<file path="config.mk">
export PLATFORM = sky130hd
export DESIGN_NAME = uart_receiver
export DESIGN_NICKNAME = d
export VERILOG_FILES = /design/src/rtl/uart_receiver.sv
export SDC_FILE = /design/constraint.sdc
export NUM_CORES = 1
export LEC_CHECK = 0
export CORE_AREA = 2 2 158 191
export DETAILED_ROUTE_END_ITERATION = 8
export DIE_AREA = 0 0 160 193
export HOLD_SLACK_MARGIN = 0.03
export PLACE_DENSITY = 0.63
export SETUP_SLACK_MARGIN = 0.3
export SLEW_MARGIN = 20
export SYNTH_ARGS = -nofsm -noshare
export SYNTH_HDL_FRONTEND = slang
export SYNTH_SLANG_ARGS = --single-unit
</file>
<file path="constraint.sdc">
create_clock -name clock -period 3.5 [get_ports clock]
set_input_delay 0.525 -clock clock [delete_from_list [all_inputs] [get_ports clock]]
set_output_delay 0.525 -clock clock [all_outputs]
set_load 0.005 [all_outputs]
</file>
<file path="src/rtl/uart_receiver.sv">
// 8N1 UART receiver: 16x oversampled start/data/stop decoding into a
// first-word-fall-through byte buffer with level, framing and overflow reporting.
module uart_receiver #(
  parameter int CLK_FREQ     = 1_843_200,
  parameter int BUFFER_DEPTH = 32
) (
  input  logic       clock,
  input  logic       reset_n_i,
  input  logic       uart_rx_i,
  input  logic [1:0] baudrate_select_i,
  input  logic       data_read_i,
  input  logic [5:0] data_buffer_avail_tresh_i,
  output logic [7:0] data_o,
  output logic       data_buffer_empty_o,
  output logic       data_buffer_full_o,
  output logic       data_buffer_avail_o,
  output logic       frame_error_o,
  output logic       overflow_o
);
  localparam int AW   = $clog2(BUFFER_DEPTH);
  localparam int CW   = AW + 1;
  localparam int DIV0 = CLK_FREQ / (9600 * 16);
  localparam int DIV1 = CLK_FREQ / (19200 * 16);
  localparam int DIV2 = CLK_FREQ / (57600 * 16);
  localparam int DIV3 = CLK_FREQ / (115200 * 16);
  localparam int DW   = (DIV0 > 1) ? $clog2(DIV0) : 1;

  typedef enum logic [1:0] {S_IDLE, S_START, S_DATA, S_STOP} state_t;

  state_t        r_state;
  logic [1:0]    r_sync;
  logic          r_rx_d;
  logic [1:0]    r_baud;
  logic [DW-1:0] r_div_cnt;
  logic [DW-1:0] w_div_m1;
  logic [3:0]    r_tc;
  logic [2:0]    r_bc;
  logic [7:0]    r_shift;
  logic          r_frame_err;
  logic          w_rx_s;
  logic          w_tick;
  logic          w_stop_smp;

  assign w_rx_s     = r_sync[1];
  assign w_tick     = (r_div_cnt == w_div_m1);
  assign w_stop_smp = (r_state == S_STOP) && w_tick && (r_tc == 4'd15);

  always_comb begin
    w_div_m1 = DW'(DIV0 - 1);
    case (r_baud)
      2'd1:    w_div_m1 = DW'(DIV1 - 1);
      2'd2:    w_div_m1 = DW'(DIV2 - 1);
      2'd3:    w_div_m1 = DW'(DIV3 - 1);
      default: w_div_m1 = DW'(DIV0 - 1);
    endcase
  end

  always_ff @(posedge clock or negedge reset_n_i) begin
    if (!reset_n_i) begin
      r_sync      <= 2'b11;
      r_rx_d      <= 1'b1;
      r_state     <= S_IDLE;
      r_baud      <= 2'd0;
      r_div_cnt   <= '0;
      r_tc        <= 4'd0;
      r_bc        <= 3'd0;
      r_shift     <= 8'h00;
      r_frame_err <= 1'b0;
    end else begin
      r_sync      <= {r_sync[0], uart_rx_i};
      r_rx_d      <= w_rx_s;
      r_frame_err <= w_stop_smp && !w_rx_s;
      r_div_cnt   <= w_tick ? '0 : r_div_cnt + DW'(1);
      case (r_state)
        S_IDLE: if (r_rx_d && !w_rx_s) begin
          // baud is frozen here so a mid-frame select change only hits the next frame
          r_state   <= S_START;
          r_div_cnt <= '0;
          r_tc      <= 4'd0;
          r_bc      <= 3'd0;
          r_baud    <= baudrate_select_i;
        end
        S_START: if (w_tick) begin
          if (r_tc == 4'd7) begin
            if (w_rx_s) r_state <= S_IDLE;
            else begin
              r_tc    <= 4'd0;
              r_state <= S_DATA;
            end
          end else r_tc <= r_tc + 4'd1;
        end
        S_DATA: if (w_tick) begin
          if (r_tc == 4'd15) begin
            r_shift[r_bc] <= w_rx_s;
            r_tc          <= 4'd0;
            r_bc          <= r_bc + 3'd1;
            if (r_bc == 3'd7) r_state <= S_STOP;
          end else r_tc <= r_tc + 4'd1;
        end
        S_STOP: if (w_tick) begin
          if (r_tc == 4'd15) r_state <= S_IDLE;
          else r_tc <= r_tc + 4'd1;
        end
        default: r_state <= S_IDLE;
      endcase
    end
  end

  logic [7:0]    r_mem [BUFFER_DEPTH];
  logic [AW-1:0] r_wr_ptr, r_rd_ptr, w_rd_nxt;
  logic [CW-1:0] r_count, w_count_nxt;
  logic [6:0]    w_thr, w_cnt7;
  logic          w_push, w_pop, w_push_ok, w_avail_nxt;
  logic          r_empty, r_full, r_avail, r_overflow;
  logic [7:0]    r_data;

  assign w_push    = w_stop_smp && w_rx_s;
  assign w_pop     = data_read_i && !r_empty;
  // a pop on the same edge frees the slot, so a full buffer can still accept
  assign w_push_ok = w_push && (!r_full || w_pop);
  assign w_rd_nxt  = r_rd_ptr + AW'(w_pop);
  assign w_cnt7    = 7'(w_count_nxt);
  assign w_thr     = (data_buffer_avail_tresh_i == 6'd0) ? 7'd1 : {1'b0, data_buffer_avail_tresh_i};
  assign w_avail_nxt = (w_cnt7 >= w_thr) ||
                       ((w_thr > 7'(BUFFER_DEPTH)) && (w_count_nxt == CW'(BUFFER_DEPTH)));

  always_comb begin
    w_count_nxt = r_count;
    if (w_push_ok && !w_pop)      w_count_nxt = r_count + CW'(1);
    else if (!w_push_ok && w_pop) w_count_nxt = r_count - CW'(1);
  end

  always_ff @(posedge clock) begin
    if (w_push_ok) r_mem[r_wr_ptr] <= r_shift;
  end

  always_ff @(posedge clock or negedge reset_n_i) begin
    if (!reset_n_i) begin
      r_wr_ptr   <= '0;
      r_rd_ptr   <= '0;
      r_count    <= '0;
      r_empty    <= 1'b1;
      r_full     <= 1'b0;
      r_avail    <= 1'b0;
      r_overflow <= 1'b0;
      r_data     <= 8'h00;
    end else begin
      if (w_push_ok) r_wr_ptr <= r_wr_ptr + AW'(1);
      r_rd_ptr   <= w_rd_nxt;
      r_count    <= w_count_nxt;
      r_empty    <= (w_count_nxt == '0);
      r_full     <= (w_count_nxt == CW'(BUFFER_DEPTH));
      r_avail    <= w_avail_nxt;
      r_overflow <= w_push && r_full && !w_pop;
      // head is the incoming byte when it lands in the slot being exposed
      if (w_count_nxt != '0)
        r_data <= (w_push_ok && (w_rd_nxt == r_wr_ptr)) ? r_shift : r_mem[w_rd_nxt];
    end
  end

  assign data_o              = r_data;
  assign data_buffer_empty_o = r_empty;
  assign data_buffer_full_o  = r_full;
  assign data_buffer_avail_o = r_avail;
  assign frame_error_o       = r_frame_err;
  assign overflow_o          = r_overflow;
endmodule

</file>
==> results of run 1 <==
## per-layer routing
metal	vias up	wire, um
met5	-	13
met4	2	538
met3	39	996
met2	138	13200
met1	3398	10900
li1	2945	-
## kinds of logic (layout without fill, tap and decap cells)
family	Yosys count	after routing	synth area share
AO/OA/AOI/OAI	43	43	0.0229
XOR/XNOR	20	20	0.0148
adder cells (fa/ha/maj)	18	18	0.0175
buffers and inverters	49	157	0.0168
flip-flops	311	311	0.704
multiplexers	107	107	0.165
AND/OR/NAND/NOR	151	151	0.0587
## how the worst min path moves through the flow
stage	slack (ns)	start	endpoint
floorplan	0.23	reset_n_i	async pin
global placement	0.35	r_sync[0]	r_sync[1]
detailed placement	0.35	r_sync[0]	r_sync[1]
CTS	0.05	reset_n_i	r_count[2]
global route	0.09	reset_n_i	r_count[2]
finish	0.04	reset_n_i	r_count[1]
## power by group
part,switching (mW),total [mW],internal (mW)
Sequential,0.200,4.33,4.13
Combinational,1.47,3.20,1.74
Clock,1.34,3.20,1.86
Total,3.01,10.7,7.73
## state kept, by name (all words and copies together), names as in the netlist, named ones only
register and flops:
r_mem 256, overflow_o 1, r_count 6, frame_error_o 1, r_rd_ptr 5, data_buffer_empty_o 1
data_buffer_avail_o 1, r_rx_d 1, r_wr_ptr 5, r_baud 2, r_shift 8, r_div_cnt 4
r_bc 3, r_sync 2, data_buffer_full_o 1, data_o 8, r_state 1, r_tc 4
## layout make-up
| class | instances | area share |
|---|---|---|
| Multi-Input combinational cell | 339 | 0.243 |
| Clock buffer | 34 | 0.0504 |
| Tap cell | 390 | 0.0322 |
| Clock inverter | 20 | 0.0144 |
| Sequential cell | 311 | 0.599 |
| Timing Repair Buffer | 84 | 0.0569 |
| Inverter | 19 | 0.00470 |
## through the flow
| step | TNS (ns) | total power, mW | worst slack [ns] |
|---|---|---|---|
| after CTS | 0 | 10.5 | 0.313 |
| final | 0 | 10.7 | 0.408 |
| after floorplan | 0 | 6.36 | 0.310 |
| after detailed placement | -0.124 | 7.28 | -0.0543 |
| after global routing | 0 | 11.2 | 0.279 |
| after global placement | -0.0196 | 7.18 | -0.0196 |
## timing repair
item,CTS,global route
setup endpoints to repair,9,9
pin swaps,0,3
hold endpoints to repair,0,0
setup buffers,0,6
resized for setup,2,15
cloned,0,3
## worst register-to-register path: cells and delay by family (launching register included)
family / cells / cell delay, ns
compound gates: 6 / 1.17
xor+xnor: 1 / 0.16
fa+ha+maj: 1 / 0.29
flops: 1 / 0.43
simple gates: 5 / 0.93
## placed cells by master, fill, tap and decap left out, types with 9 or more instances in the layout
cell	Yosys	layout
inv_1	18	17
dfrtp_2	0	9
buf_4	0	45
nand2_1	26	26
ha_1	18	15
xor2_1	9	9
clkbuf_16	0	32
mux4_2	80	80
edfxtp_1	256	256
nor2_1	54	54
nor3_1	11	11
nand3_1	19	19
mux2i_1	11	11
dfrtp_1	51	42
a21oi_1	14	13
clkdlybuf4s50_1	0	23
o21ai_0	11	10
buf_12	0	9
==> impl_metrics.tcl, run 1 <==
set metrics [dict create \
    status "complete, no violations" \
    die_x_um 160 \
    rsz0062_at_grt "true" \
    gp_congestion 0.796 \
    cts_tree "yes" \
    layout.nets 814 \
    grt_max_degree 35 \
    slowest_stage "or4b_4" \
    path_depth 13 \
    hold_path_class "input pin to async pin" \
    track_usage 0.166 \
    async_flop_share 0.177 \
    syn_inst 699 \
    synth_most_common_cell "edfxtp_1" \
    area_growth_pct 17.8 \
    finalCriticalPeriod_ns 3.09 \
    cp-endpoint "data_buffer_avail_o" \
    via_per_inst 5.45 \
    cts-root-buf "clkbuf_16" \
    antenna_found_initial 1 \
    place_hpwl_mm 16.3 \
    grt_util_met2 0.290 \
    path_delay_family "compound AO/OA/AOI/OAI gates" \
    rows 69 \
    cts_hold_buf 0 \
    routed_wl_mm 25.7 \
    slew_viol_final 0 \
    clk_latency_ns 0.55 \
    synthTopCellsByCount "edfxtp_1 (256), mux4_2 (80), nor2_1 (54)" \
    ioPinCount 25 \
    power.leakage_nw 5.82 \
    dp.cells 1134 \
    clk_pin_slew_worst_paths_ns 0.07 \
    core_area_mm2 0.0292 \
    vias 6522 \
    slowest_delay_ns 0.52 \
    fmax_mhz 323 \
    use_met3 0.0220 \
    worst-path-buf-inv 0 \
    finalSetupViolations 0 \
    cts_sinks 311 \
    fin_crit_sh 0.883 \
    netlist.area_leader.share 0.597 \
    worst-endpoint-required_ns 3.93 \
    fin_skew_ns 0.0234 \
    path_common_cell "nand2b_1" \
    drv_cap 0 \
    cp-start-kind "flop" \
    cts_buffer_depth 3 \
    io_buffers 24 \
    crit_arrival_ns 3.52 \
    top_usage_layer "met2" \
    synth-seq-area-share 0.704 \
    cts_buffers 29 \
    reg2reg_from "r_div_cnt[2]" \
    worst_setup_path_end_kind "flop" \
    start_util 0.441 \
    drt-pass1-iter-count 6 \
    first_iter_violations 431 \
    ys_ff_latch 311 \
    die_h_um 193 \
    routedWlPerCell_um 21.4 \
    yosys_warnings 0 \
    placed_cell_area_mm2 0.0139 \
    htreeDepth 1 \
    drc 0 \
    vdd_drop_max_uv 435 \
    drive_above_1_share 0.296 \
    synth_ff_type "edfxtp_1" \
    grt-ovfl-total 0 \
    synth.cell_area_mm2 0.0129 \
    n_antenna_cell 0 \
    avgSynthCellArea_um2 18.4 \
    relSlewSlack 0.491 \
    reg2reg_slack_ns 0.41 \
    ys_top_cells_by_area "edfxtp_1 (60%), mux4_2 (14%), dfrtp_1 (9.9%)" \
    stdcell_area_mm2 0.0152 \
    setup.worst_path.start "r_div_cnt[2]" \
    seqCellArea_mm2 0.00908 \
    yosysUniqueCellTypes 55 \
    ant_nets 0 \
    worst_slew_pin_slew_ns 0.763 \
    yosysTopAreaCell "edfxtp_1" \
    finalHoldViolCount 0 \
    n_fill_cell 2378 \
    die_area_mm2 0.0309 \
    postLayoutCoreUtil 0.520 \
    syn-num-nets 729 \
    crit_path_cell_trace "or4b_4 -> o32a_4 -> and2_4 -> o22a_1 -> xnor2_2 -> ha_1 -> nand2b_1 -> a21o_1 -> a21oi_2 -> nor2b_1 -> o21ai_1 -> nand2b_1 -> a221o_1" \
    stdcell_count 1197 \
    synth_edf_count 256 \
    grt.met1_usage 0.221 \
    grt_pass1_vias 6774 \
    worstSetupPathType "flop to flop" \
    powerDensity_mw_per_mm2 708 \
    ff2ff_path_depth 13 \
    grt_pass1_wl_mm 39.2 \
    rr_endpoint "data_buffer_avail_o" \
    crit_fanout 4 \
    multiInputGateArea_mm2 0.00368 \
    holdWs_ns 0.0407 \
]
Note: power is estimated with default switching activity, not from simulation.
==> run 2: changes to the inputs <==
GPL_ROUTABILITY_DRIVEN = 0   (was default)
==> results of run 2 <==
The final DEF is identical to that of run 1; final timing and power are the same.
==> run 3: changes to the inputs <==
ABC_AREA = 1   (was default)
CORE_AREA = 2 2 160 194   (was 2 2 158 191)
DIE_AREA = 0 0 162 196   (was 0 0 160 193)
GPL_ROUTABILITY_DRIVEN = 1   (was 0)
==> impl_metrics.tcl, run 3 <==
set metrics [dict create \
    placed_cell_area_mm2 0.0143 \
    drive_above_1_share 0.116 \
    relSlewSlack 0.382 \
    grt_pass1_vias 8985 \
    drv_cap 0 \
    n_antenna_cell 0 \
    cts_buffer_depth 3 \
    area_growth_pct 15.5 \
    vias 8951 \
    cts-root-buf "clkbuf_16" \
    synth_ff_type "edfxtp_1" \
    routedWlPerCell_um 19.8 \
    ioPinCount 25 \
    yosysTopAreaCell "edfxtp_1" \
    gp_congestion 0.839 \
    synth.cell_area_mm2 0.0133 \
    die_area_mm2 0.0318 \
    cts_sinks 311 \
    pre_cts_slack_ns 0.276 \
    first_iter_violations 871 \
    ys_ff_latch 311 \
    clk_pin_slew_worst_paths_ns 0.06 \
    fin_crit_sh 0.827 \
    die_h_um 196 \
    synthTopCellsByCount "edfxtp_1 (256), nor2_1 (181), o21ai_0 (148)" \
    ant_nets 0 \
    rsz0062_at_grt "false" \
    crit_path_cell_trace "ha_1 -> nand2_2 -> nor2_4 -> inv_2 -> nor2_8 -> inv_1 -> nor2_4 -> nand4_4 -> nand2_1 -> nand2_1 -> nand2_2 -> inv_2 -> ha_1 -> o21a_1 -> o21a_1 -> o21a_1 -> o21ai_0 -> nand2_1 -> a21oi_1 -> nand2_1" \
    via_per_inst 5.54 \
    grt_pass1_wl_mm 50.5 \
    layout.nets 1227 \
    cp-start-kind "flop" \
    synth-seq-area-share 0.684 \
    syn_inst 1135 \
    fin_skew_ns 0.0222 \
    yosysUniqueCellTypes 41 \
    worstSetupPathType "flop to flop" \
    hold_path_class "input pin to async pin" \
    async_flop_share 0.177 \
    finalSetupViolations 0 \
    grt_max_degree 80 \
    cts_buffers 30 \
    yosys_warnings 0 \
    worst-endpoint-required_ns 3.95 \
    syn-num-nets 1165 \
    drt-pass1-iter-count 9 \
    rows 70 \
    layout_commonest_cell "edfxtp_1" \
    path_common_cell "nand2_1" \
    cts_tree "yes" \
    core_area_mm2 0.0300 \
    powerDensity_mw_per_mm2 805 \
    worst_slew_pin_slew_ns 0.927 \
    drc 0 \
    layout_common_cells "edfxtp_1 (256), nor2_1 (181), o21ai_0 (148), nand2_1 (140), nand3_1 (80)" \
    largest_reg_flops 256 \
    io_buffers 24 \
    start_util 0.443 \
    slowest_delay_ns 0.38 \
    top_register "r_mem" \
    setup-tns-final_ns 0 \
    clk_latency_ns 0.56 \
    avgSynthCellArea_um2 11.7 \
    ys_top_cells_by_area "edfxtp_1 (58%), dfrtp_1 (9.6%), o21ai_0 (5.6%)" \
    fmax_mhz 345 \
    place_hpwl_mm 19.3 \
    finalHoldViolCount 0 \
    cts_hold_buf 0 \
    crit_arrival_ns 3.34 \
    power.leakage_nw 5.50 \
    antenna_found_initial 0 \
    grt-ovfl-total 0 \
    synth_most_common_cell "edfxtp_1" \
    final.setup.worst_slack_ns 0.604 \
    slew_viol_final 0 \
    htreeDepth 1 \
    finalCriticalPeriod_ns 2.90 \
    routed_wl_mm 32.1 \
    synth_edf_count 256 \
    crit_fanout 5 \
    netlist.area_leader.share 0.580 \
    track_usage 0.204 \
    slowest_stage "dfrtp_1" \
    status "complete, no violations" \
    vdd_drop_max_uv 611 \
    die_x_um 162 \
    worst_setup_path_end_kind "flop" \
    stdcell_area_mm2 0.0153 \
]
==> run 3: cell families after synthesis <==
family,count (synthesis),synth area share
XOR/XNOR,18,0.0130
AO/OA/AOI/OAI,237,0.110
adder cells (fa/ha/maj),18,0.0170
AND/OR/NAND/NOR,427,0.139
buffers and inverters,124,0.0371
flip-flops,311,0.684
==> run 3: power by group <==
| part | switching (mW) | internal (mW) |
|---|---|---|
| clock | 1.37 | 1.90 |
| combinational | 3.10 | 1.61 |
| sequential | 0.209 | 4.15 |
| total | 4.68 | 7.65 |
==> run 3: layer usage <==
metal	GRT usage	wire length, um	vias up
met3	0.0228	1830	43
met2	0.356	15900	294
met5	0	0	-
met4	0.0524	705	0
met1	0.274	13600	4408
li1	-	-	4206
==> run 3: repair_timing <==
action                                  in CTS  in global routing
gates resized for setup                      0                  1
buffers inserted                             0                  2
endpoints found under the setup margin       0                  1
==> run 3: path summary, 6_finish.rpt <==
path | startpoint | to | slack, ns | cells after the start
worst max-delay path | r_tc[0] | data_buffer_avail_o | 0.60 | 20
worst min-delay path | reset_n_i | r_count[1] | 0.07 | 1
worst max register to register | r_tc[0] | data_buffer_avail_o | 0.60 | 20
worst min register to register | r_sync[0] | r_sync[1] | 0.36 | 0
max in group asynchronous | reset_n_i | r_sync[1] | 2.58 | 2
min in group clock | r_sync[0] | r_sync[1] | 0.36 | 0
==> run 3: stage by stage <==
stage,util,cells,power (mW),hold slack [ns]
4_1_cts,0.510,1614,12.4,0.0974
2_1_floorplan,-,1135,7.43,0.229
5_1_grt,0.512,1617,13.1,0.137
3_3_place_gp,0.477,1558,9.09,0.345
6_report,0.512,1617,12.3,0.0725
3_5_place_dp,0.477,1558,9.14,0.347
==> run 3: area by class of cell <==
class	count	area [um2]
Inverter	70	267
Tap cell	396	495
Multi-Input combinational cell	701	3730
Clock buffer	34	787
Timing Repair Buffer	83	766
Fill cell	2641	14600
Clock inverter	22	203
Sequential cell	311	9070
==> run 3: worst max-delay path: cells and delay by family, from the launching register on <==
kind | cells | cell delay, ns
flip-flops | 1 | 0.38
AND/OR/NAND/NOR | 10 | 0.97
adder cells (fa/ha/maj) | 2 | 0.48
AO/OA/AOI/OAI | 5 | 0.74
buffers and inverters | 3 | 0.23
